$ cat src/rtl/evaluate_castling_pipe_pkg.sv
// Shared definitions for the castling-safety evaluator: board geometry,
// piece codes, castle-right bit indices, home squares and FSM states.
package evaluate_castling_pipe_pkg;

    localparam int PIECE_WIDTH = 4;
    localparam int SQ_COUNT    = 64;
    localparam int BOARD_WIDTH = SQ_COUNT * PIECE_WIDTH;

    typedef logic [PIECE_WIDTH-1:0] piece_t;
    typedef logic [5:0]             square_t;

    // Piece codes: bit 3 marks a black piece, bits 2:0 the piece type.
    localparam piece_t EMPTY    = 4'd0;
    localparam piece_t W_PAWN   = 4'd1;
    localparam piece_t W_KNIGHT = 4'd2;
    localparam piece_t W_BISHOP = 4'd3;
    localparam piece_t W_ROOK   = 4'd4;
    localparam piece_t W_QUEEN  = 4'd5;
    localparam piece_t W_KING   = 4'd6;
    localparam piece_t B_PAWN   = 4'd9;
    localparam piece_t B_KNIGHT = 4'd10;
    localparam piece_t B_BISHOP = 4'd11;
    localparam piece_t B_ROOK   = 4'd12;
    localparam piece_t B_QUEEN  = 4'd13;
    localparam piece_t B_KING   = 4'd14;

    // Castle-right bit positions within the 4-bit rights masks.
    localparam int CASTLE_WK = 0;
    localparam int CASTLE_WQ = 1;
    localparam int CASTLE_BK = 2;
    localparam int CASTLE_BQ = 3;

    // Home and castled king squares (index = rank*8 + file, a1 = 0).
    localparam square_t SQ_C1 = 6'd2;
    localparam square_t SQ_E1 = 6'd4;
    localparam square_t SQ_G1 = 6'd6;
    localparam square_t SQ_C8 = 6'd58;
    localparam square_t SQ_E8 = 6'd60;
    localparam square_t SQ_G8 = 6'd62;

    typedef enum logic [1:0] {
        ST_IDLE = 2'd0,
        ST_RUN  = 2'd1,
        ST_DONE = 2'd2
    } castle_state_t;

    // Features extracted from the board in stage 2 for one side.
    // Rights pairs are packed as {queenside, kingside}.
    typedef struct packed {
        logic       enemy_queen;
        logic       king_found;
        square_t    king_sq;
        logic [1:0] rights_orig;
        logic [1:0] rights_cur;
    } castle_feat_t;

    function automatic piece_t square_piece(input logic [BOARD_WIDTH-1:0] board,
                                            input int sq);
        return board[sq*PIECE_WIDTH +: PIECE_WIDTH];
    endfunction

endpackage

$ cat src/rtl/evaluate_castling_pipe_if.sv
// Board-in / score-out handshake bundle of the castling evaluator.
interface evaluate_castling_pipe_if
    import evaluate_castling_pipe_pkg::*;
#(
    parameter int EVAL_WIDTH = 24
) ();
    logic                   board_valid;
    logic [BOARD_WIDTH-1:0] board;
    logic [3:0]             castle_mask;
    logic [3:0]             castle_mask_orig;
    logic                   clear_eval;
    logic [EVAL_WIDTH-1:0]  eval_mg;
    logic                   eval_valid;
    logic                   busy;

    modport master (
        output board_valid, board, castle_mask, castle_mask_orig, clear_eval,
        input  eval_mg, eval_valid, busy
    );

    modport slave (
        input  board_valid, board, castle_mask, castle_mask_orig, clear_eval,
        output eval_mg, eval_valid, busy
    );
endinterface

$ cat src/rtl/castle_latency_fsm.sv
// IDLE/RUN/DONE sequencer that times a fixed evaluation latency.
// A strobe always (re)starts the count; clear_eval aborts or retires a result.
module castle_latency_fsm
    import evaluate_castling_pipe_pkg::*;
#(
    parameter int LATENCY_COUNT = 7
) (
    input  logic clk,
    input  logic reset_n,
    input  logic board_valid,
    input  logic clear_eval,
    output logic busy,
    output logic eval_valid,
    output logic load_result
);
    localparam logic [3:0] CNT_LAST = 4'(LATENCY_COUNT - 1);

    castle_state_t state_q, state_d;
    logic [3:0]    cnt_q, cnt_d;
    logic [3:0]    cnt_inc;

    assign cnt_inc = cnt_q + 4'd1;

    // State and cycle-counter registers.
    always_ff @(posedge clk or negedge reset_n) begin
        if (!reset_n) begin
            state_q <= ST_IDLE;
            cnt_q   <= '0;
        end else begin
            // NOTE: non-blocking so every register samples pre-edge values.
            state_q <= state_d;
            cnt_q   <= cnt_d;
        end
    end

    // Next-state logic; a new board strobe overrides any clear or count.
    always_comb begin
        // NOTE: defaults first so no path leaves a variable unassigned (no latch).
        state_d     = state_q;
        cnt_d       = cnt_q;
        load_result = 1'b0;
        if (board_valid) begin
            state_d = ST_RUN;
            cnt_d   = '0;
        end else begin
            unique case (state_q)
                ST_IDLE: ;
                ST_RUN: begin
                    if (clear_eval) begin
                        state_d = ST_IDLE;
                        cnt_d   = '0;
                    end else if (cnt_inc == CNT_LAST) begin
                        // The count reaching its last value ends the run.
                        state_d     = ST_DONE;
                        cnt_d       = '0;
                        load_result = 1'b1;
                    end else begin
                        cnt_d = cnt_inc;
                    end
                end
                ST_DONE: begin
                    if (clear_eval) state_d = ST_IDLE;
                end
                default: state_d = ST_IDLE;
            endcase
        end
    end

    assign busy       = (state_q == ST_RUN);
    assign eval_valid = (state_q == ST_DONE);

endmodule

$ cat src/rtl/evaluate_castling_pipe.sv
// Castling-safety midgame term for one side: castled-king bonus, lost-rights
// penalty, doubled (shifted) while the enemy queen remains on the board.
module evaluate_castling_pipe
    import evaluate_castling_pipe_pkg::*;
#(
    parameter int EVAL_WIDTH     = 24,
    parameter int WHITE_CASTLING = 1,
    parameter int LATENCY_COUNT  = 7,
    parameter int CASTLED_BONUS  = 40,
    parameter int LOST_PENALTY   = 25,
    parameter int QUEEN_SHIFT    = 1
) (
    input logic                     clk,
    input logic                     reset_n,
    evaluate_castling_pipe_if.slave bus
);
    localparam bit      IS_WHITE    = (WHITE_CASTLING != 0);
    localparam int      KS_BIT      = IS_WHITE ? CASTLE_WK : CASTLE_BK;
    localparam int      QS_BIT      = IS_WHITE ? CASTLE_WQ : CASTLE_BQ;
    localparam piece_t  OWN_KING    = IS_WHITE ? W_KING : B_KING;
    localparam piece_t  ENEMY_QUEEN = IS_WHITE ? B_QUEEN : W_QUEEN;
    localparam square_t KS_SQ       = IS_WHITE ? SQ_G1 : SQ_G8;
    localparam square_t QS_SQ       = IS_WHITE ? SQ_C1 : SQ_C8;

    // Headroom for bonus/penalty, shift and negation before saturation.
    localparam int TW = EVAL_WIDTH + 4;
    localparam logic signed [TW-1:0] SAT_MAX = TW'((64'sd1 <<< (EVAL_WIDTH - 1)) - 64'sd1);
    localparam logic signed [TW-1:0] SAT_MIN = -SAT_MAX - TW'(1);

    logic                   busy;
    logic                   eval_valid;
    logic                   load_result;

    logic [BOARD_WIDTH-1:0] board_q;
    logic [1:0]             orig_q;
    logic [1:0]             cur_q;
    castle_feat_t           feat_d, feat_q;
    logic signed [EVAL_WIDTH-1:0] term_d, term_q;
    logic signed [EVAL_WIDTH-1:0] eval_mg_q;

    logic                   ks_lost, qs_lost, castled;
    logic signed [TW-1:0]   base_term, shifted_term, side_term;

    castle_latency_fsm #(
        .LATENCY_COUNT (LATENCY_COUNT)
    ) u_fsm (
        .clk         (clk),
        .reset_n     (reset_n),
        .board_valid (bus.board_valid),
        .clear_eval  (bus.clear_eval),
        .busy        (busy),
        .eval_valid  (eval_valid),
        .load_result (load_result)
    );

    // Stage 1: capture the board and this side's rights on the strobe.
    always_ff @(posedge clk or negedge reset_n) begin
        if (!reset_n) begin
            // NOTE: the wide board register is reset too, so a stale position
            // can never leak into a score after reset.
            board_q <= '0;
            orig_q  <= '0;
            cur_q   <= '0;
        end else if (bus.board_valid) begin
            board_q <= bus.board;
            orig_q  <= {bus.castle_mask_orig[QS_BIT], bus.castle_mask_orig[KS_BIT]};
            cur_q   <= {bus.castle_mask[QS_BIT], bus.castle_mask[KS_BIT]};
        end
    end

    // Stage 2 scan: enemy queen presence and the lowest-indexed own king.
    always_comb begin
        feat_d             = '0;
        feat_d.rights_orig = orig_q;
        feat_d.rights_cur  = cur_q;
        // Scanning downward lets the lowest matching square win.
        for (int sq = SQ_COUNT - 1; sq >= 0; sq--) begin
            if (square_piece(board_q, sq) == ENEMY_QUEEN) feat_d.enemy_queen = 1'b1;
            if (square_piece(board_q, sq) == OWN_KING) begin
                feat_d.king_found = 1'b1;
                feat_d.king_sq    = square_t'(sq);
            end
        end
    end

    // Stage 3 arithmetic: bonus or penalties, queen shift, side sign, saturate.
    always_comb begin
        // A right only counts as lost if it existed at the root; rights that
        // appear from nowhere contribute nothing.
        ks_lost   = feat_q.rights_orig[0] & ~feat_q.rights_cur[0];
        qs_lost   = feat_q.rights_orig[1] & ~feat_q.rights_cur[1];
        castled   = feat_q.king_found &&
                    ((feat_q.king_sq == KS_SQ && ks_lost) ||
                     (feat_q.king_sq == QS_SQ && qs_lost));
        base_term = '0;
        if (castled) begin
            base_term = TW'(CASTLED_BONUS);
        end else begin
            if (ks_lost) base_term = base_term - TW'(LOST_PENALTY);
            if (qs_lost) base_term = base_term - TW'(LOST_PENALTY);
        end
        shifted_term = feat_q.enemy_queen ? (base_term <<< QUEEN_SHIFT) : base_term;
        side_term    = IS_WHITE ? shifted_term : -shifted_term;
        if (side_term > SAT_MAX)      term_d = SAT_MAX[EVAL_WIDTH-1:0];
        else if (side_term < SAT_MIN) term_d = SAT_MIN[EVAL_WIDTH-1:0];
        else                          term_d = side_term[EVAL_WIDTH-1:0];
    end

    // Stage 2/3 pipeline registers run freely; only the strobe changes stage 1.
    always_ff @(posedge clk or negedge reset_n) begin
        if (!reset_n) begin
            feat_q <= '0;
            term_q <= '0;
        end else begin
            feat_q <= feat_d;
            term_q <= term_d;
        end
    end

    // Result register: loaded on entry to DONE, held while eval_valid is high.
    always_ff @(posedge clk or negedge reset_n) begin
        if (!reset_n)         eval_mg_q <= '0;
        else if (load_result) eval_mg_q <= term_q;
    end

    assign bus.eval_mg    = eval_mg_q;
    assign bus.eval_valid = eval_valid;
    assign bus.busy       = busy;

endmodule

$ cat src/flat_wrapper.sv
// flat-port wrapper written by rule: the top's interface ports become plain ports
module evaluate_castling_pipe_flat import evaluate_castling_pipe_pkg::*;
#(
    parameter int EVAL_WIDTH     = 24,
    parameter int WHITE_CASTLING = 1,
    parameter int LATENCY_COUNT  = 7,
    parameter int CASTLED_BONUS  = 40,
    parameter int LOST_PENALTY   = 25,
    parameter int QUEEN_SHIFT    = 1
)
  (clk, reset_n, bus_board_valid, bus_board, bus_castle_mask, bus_castle_mask_orig, bus_clear_eval, bus_eval_mg, bus_eval_valid, bus_busy);
  evaluate_castling_pipe_if #(.EVAL_WIDTH(EVAL_WIDTH)) bus_i ();
  input logic clk;
  input logic reset_n;
  input wire logic [$bits(bus_i.board_valid)-1:0] bus_board_valid;
  input wire logic [$bits(bus_i.board)-1:0] bus_board;
  input wire logic [$bits(bus_i.castle_mask)-1:0] bus_castle_mask;
  input wire logic [$bits(bus_i.castle_mask_orig)-1:0] bus_castle_mask_orig;
  input wire logic [$bits(bus_i.clear_eval)-1:0] bus_clear_eval;
  output wire logic [$bits(bus_i.eval_mg)-1:0] bus_eval_mg;
  output wire logic [$bits(bus_i.eval_valid)-1:0] bus_eval_valid;
  output wire logic [$bits(bus_i.busy)-1:0] bus_busy;
  assign bus_i.board_valid = bus_board_valid;
  assign bus_i.board = bus_board;
  assign bus_i.castle_mask = bus_castle_mask;
  assign bus_i.castle_mask_orig = bus_castle_mask_orig;
  assign bus_i.clear_eval = bus_clear_eval;
  assign bus_eval_mg = bus_i.eval_mg;
  assign bus_eval_valid = bus_i.eval_valid;
  assign bus_busy = bus_i.busy;
  evaluate_castling_pipe #(.EVAL_WIDTH(EVAL_WIDTH), .WHITE_CASTLING(WHITE_CASTLING), .LATENCY_COUNT(LATENCY_COUNT), .CASTLED_BONUS(CASTLED_BONUS), .LOST_PENALTY(LOST_PENALTY), .QUEEN_SHIFT(QUEEN_SHIFT)) u_core (.clk(clk), .reset_n(reset_n), .bus(bus_i));
endmodule
$ cat config.mk
export PLATFORM = sky130hd
export DESIGN_NAME = evaluate_castling_pipe_flat
export DESIGN_NICKNAME = d
export VERILOG_FILES = /design/src/rtl/evaluate_castling_pipe_pkg.sv /design/src/rtl/evaluate_castling_pipe_if.sv /design/src/rtl/castle_latency_fsm.sv /design/src/rtl/evaluate_castling_pipe.sv /design/src/flat_wrapper.sv
export SDC_FILE = /design/constraint.sdc
export NUM_CORES = 1
export LEC_CHECK = 0
export CORE_MARGIN = 3
export CORE_UTILIZATION = 45
export CTS_BUF_LIST = sky130_fd_sc_hd__clkbuf_16
export DETAILED_ROUTE_END_ITERATION = 10
export HOLD_SLACK_MARGIN = 0.15
export PLACE_DENSITY = 0.75
export SETUP_SLACK_MARGIN = 0.4
export SYNTH_ARGS = -nofsm -noshare
export SYNTH_HDL_FRONTEND = slang
export SYNTH_SLANG_ARGS = --single-unit
$ cat constraint.sdc
create_clock -name clk -period 2.2 [get_ports clk]
set_input_delay 0.44 -clock clk [delete_from_list [all_inputs] [get_ports clk]]
set_output_delay 0.44 -clock clk [all_outputs]
set_load 0.02 [all_outputs]
==> results.md <==
- Clk_lat worst skew: 0.56 ns
- GRT overflow: 0
- Yosys warns: 0
- Detail Placement HPWL: 27,400 µm
- Wire per inst: 21.3 µm
- Final core occ: 64.0%
- Crit path max fanout: 3
- Skew final: 0.0172 ns
- Avg Inst Size Synth: 13.7 µm²
- FF+latch area: 0.00731 mm²
- Worst slew margin: 40.1%
- GRT Resource Usage Total: 22.6%
- CTS sink cnt: 292
- Syn Nets: 1,231
- Max clock buf depth: 3
- Req. time, crit path: 2.64 ns
- Area of the multi-input gates: 0.00594 mm²
- Post-place setup slack: -0.145 ns
- Distinct cells, synth: 54
- Slew @ Worst Pin: 0.886 ns
- Register area share after synthesis: 55.5%
- Vias: 9,423
- Die Width: 177 µm
- #FFs+latches synth: 292
- Total power: 13,300 µW
- Synth Flop Type: dfrtp_1
- First-pass GRT wire length: 55,100 µm
- Starting density of the core: 46.5%
- Largest net degree at the start of global routing: 81
- Antenna violations before repair: 5
- Final Cycle Share: 98.8%
- # nets final: 1,584
- DRT Pass-1 Iters: 5
- RSZ-0062 raised after global routing: true
- H-tree Lvls: 1
- Final setup violation count: 0
- Routed Antenna Nets: 0
- Maxcap violations: 0
- Die Footprint: 0.0314 mm²
- Drc violations: 0
- Leakage power: 0.00759 µW
- Highest ir drop seen on vdd: 0.566 mV
- Cell Area, Synth: 0.0132 mm²
- Vias/cell: 5.50
- CTS buffer count: 31
- Final Hold Fails: 0
- Status: finished clean
- CTS clock-pin slew for the worst setup and hold paths: 0.07 ns
- Clock root buffer: clkbuf_16
- DRT iter0 DRCs: 480
- Final worst setup slack: 0.0275 ns
- Min Tclk post-route: 2.17 ns
- Share of cells above drive strength 1: 34.3%
- Vias in the first global route: 10.0k
- Chip height: 177 µm
- Setup TNS: 0 ns
- Hold Path Cell Cnt: 2
- Filler Cells Inserted: 2,166
- Area Overhead vs Synth: 37.6%
- Worst Path Class, Setup: flop to flop
- Critical Path AT: 2.61 ns
- Detailed Route WL: 36,500 µm
- # rows: 61
- Final GP Congestion: 0.816
- Critical path endpoint category: flop
- Worst min path class: input port to flop
- Worst r2r path cells: 6
- Io pins: 294
- Async SR Flop Fraction: 100%
- Core Area: 0.0283 mm²
- Max-slew violations: 0
- Post-Syn Instances: 959
- Number of synthesized flops with an enable pin: 0
- Cell area power density: 735 mW/mm²
- CP Launch Type: flop
- Count of input and output buffers: 289
- Fmax: 0.460 GHz
- CTS tree: done
- Ant diodes: 0
==> through the flow <==
stage	cell area (µm²)	hold slack, ns	std cells
CTS	18000	0.277	1706
global placement	16900	0.357	1637
floorplan	13200	0.144	959
global route	18100	0.315	1712
detailed placement	16900	0.360	1637
finish	18100	0.300	1712
==> sequential cells by signal (all words and copies together), names as in the netlist <==
signal and cells:
u_core.feat_q 12, u_core.term_q 7, u_core.bus.eval_mg 7, u_core.orig_q 2
u_core.cur_q 2, u_core.board_q 256, u_core.u_fsm.state_q 2, u_core.u_fsm.cnt_q 4
==> final timing paths <==
path | from | end | slack, ns
max | u_core.board_q[53]$_DFFE_PN0P_ | u_core.feat_q[10]$_DFF_PN0_ | 0.03
min | bus_board_valid | u_core.u_fsm.cnt_q[0]$_DFFE_PN0P_ | 0.30
max reg2reg | u_core.board_q[53]$_DFFE_PN0P_ | u_core.feat_q[10]$_DFF_PN0_ | 0.03
min reg2reg | u_core.cur_q[1]$_DFFE_PN0P_ | u_core.feat_q[1]$_DFF_PN0_ | 0.37
max in group asynchronous | reset_n | u_core.bus.eval_mg[23]$_DFFE_PN0P_ | 1.06
min in group asynchronous | reset_n | u_core.board_q[207]$_DFFE_PN0P_ | 0.40
==> layout by cell type (no fill, tap or decap), drive strengths merged, types with 7 or more instances in the layout <==
cell type / n
nor3: 13
dlygate4sd2: 7
nand4b: 66
clkbuf: 31
nor4bb: 50
nor4: 12
dfrtp: 292
nand2b: 13
o21ai: 13
or2: 7
nand4: 19
a21oi: 17
clkinv: 12
mux2: 267
clkdlybuf4s50: 261
inv: 19
nor2: 32
nand4bb: 23
nand2: 15
buf: 99
==> critical path: stages, from the launching register on <==
cell      delay (ns)
dfrtp_1         0.37
and4bb_1        0.23
or2_4           0.25
nand2b_4        0.14
or3_4           0.34
or4_4           0.42
or3_1           0.31
==> cell usage after synthesis (4+ instances only) <==
master	n	area share, %
a211oi_1	6	0.34
a21oi_1	17	0.65
buf_4	17	0.97
clkbuf_1	28	0.80
dfrtp_1	292	55
ha_1	4	0.38
inv_1	8	0.23
mux2_1	7	0.60
mux2_2	260	22
nand2_1	15	0.43
nand2b_1	11	0.52
nand3_1	6	0.23
nand4_1	19	0.90
nand4b_1	66	4.4
nand4bb_1	23	2.0
nor2_1	31	0.88
nor2b_1	6	0.29
nor3_1	13	0.49
nor4_1	12	0.57
nor4bb_1	50	3.8
o211ai_1	6	0.34
o21ai_0	10	0.38
or2_1	4	0.19
==> routing by layer <==
metal,track usage (%),wire (µm),vias to the layer above
met1,29.0,15100,4693
met2,38.7,17700,308
met4,4.91,789,10
met5,0,70,-
li1,-,-,4348
met3,5.90,2840,64
==> power breakdown <==
| group | switching, µW | leakage (µW) | internal, µW | total [µW] |
|---|---|---|---|---|
| Clock | 2050 | 0.000469 | 2520 | 4570 |
| Combinational | 943 | 0.00368 | 1470 | 2410 |
| Sequential | 418 | 0.00344 | 5930 | 6350 |
==> kinds of logic after synthesis <==
| family | share of synthesized area [%] |
|---|---|
| buf+inv | 2.08 |
| fa+ha+maj | 0.380 |
| simple gates | 16.2 |
| compound gates | 3.07 |
| mux | 22.8 |
| flops | 55.5 |
==> repair_timing <==
item                       in CTS  in global routing
pin swaps                      14                 10
setup buffers                  13                  6
hold buffers                    1                  0
gates cloned                    0                  0
gates resized for setup       126                 30
hold endpoints to repair       67                  0
setup endpoints to repair      40                 16
==> layout make-up <==
class	instances	area share (%)
Clock buffer	31	4.28
Clock inverter	24	0.545
Inverter	8	0.179
Multi-Input combinational cell	611	32.8
Sequential cell	292	40.3
Tap cell	378	2.61
Timing Repair Buffer	368	19.3
Power figures use the tool's default switching activity.
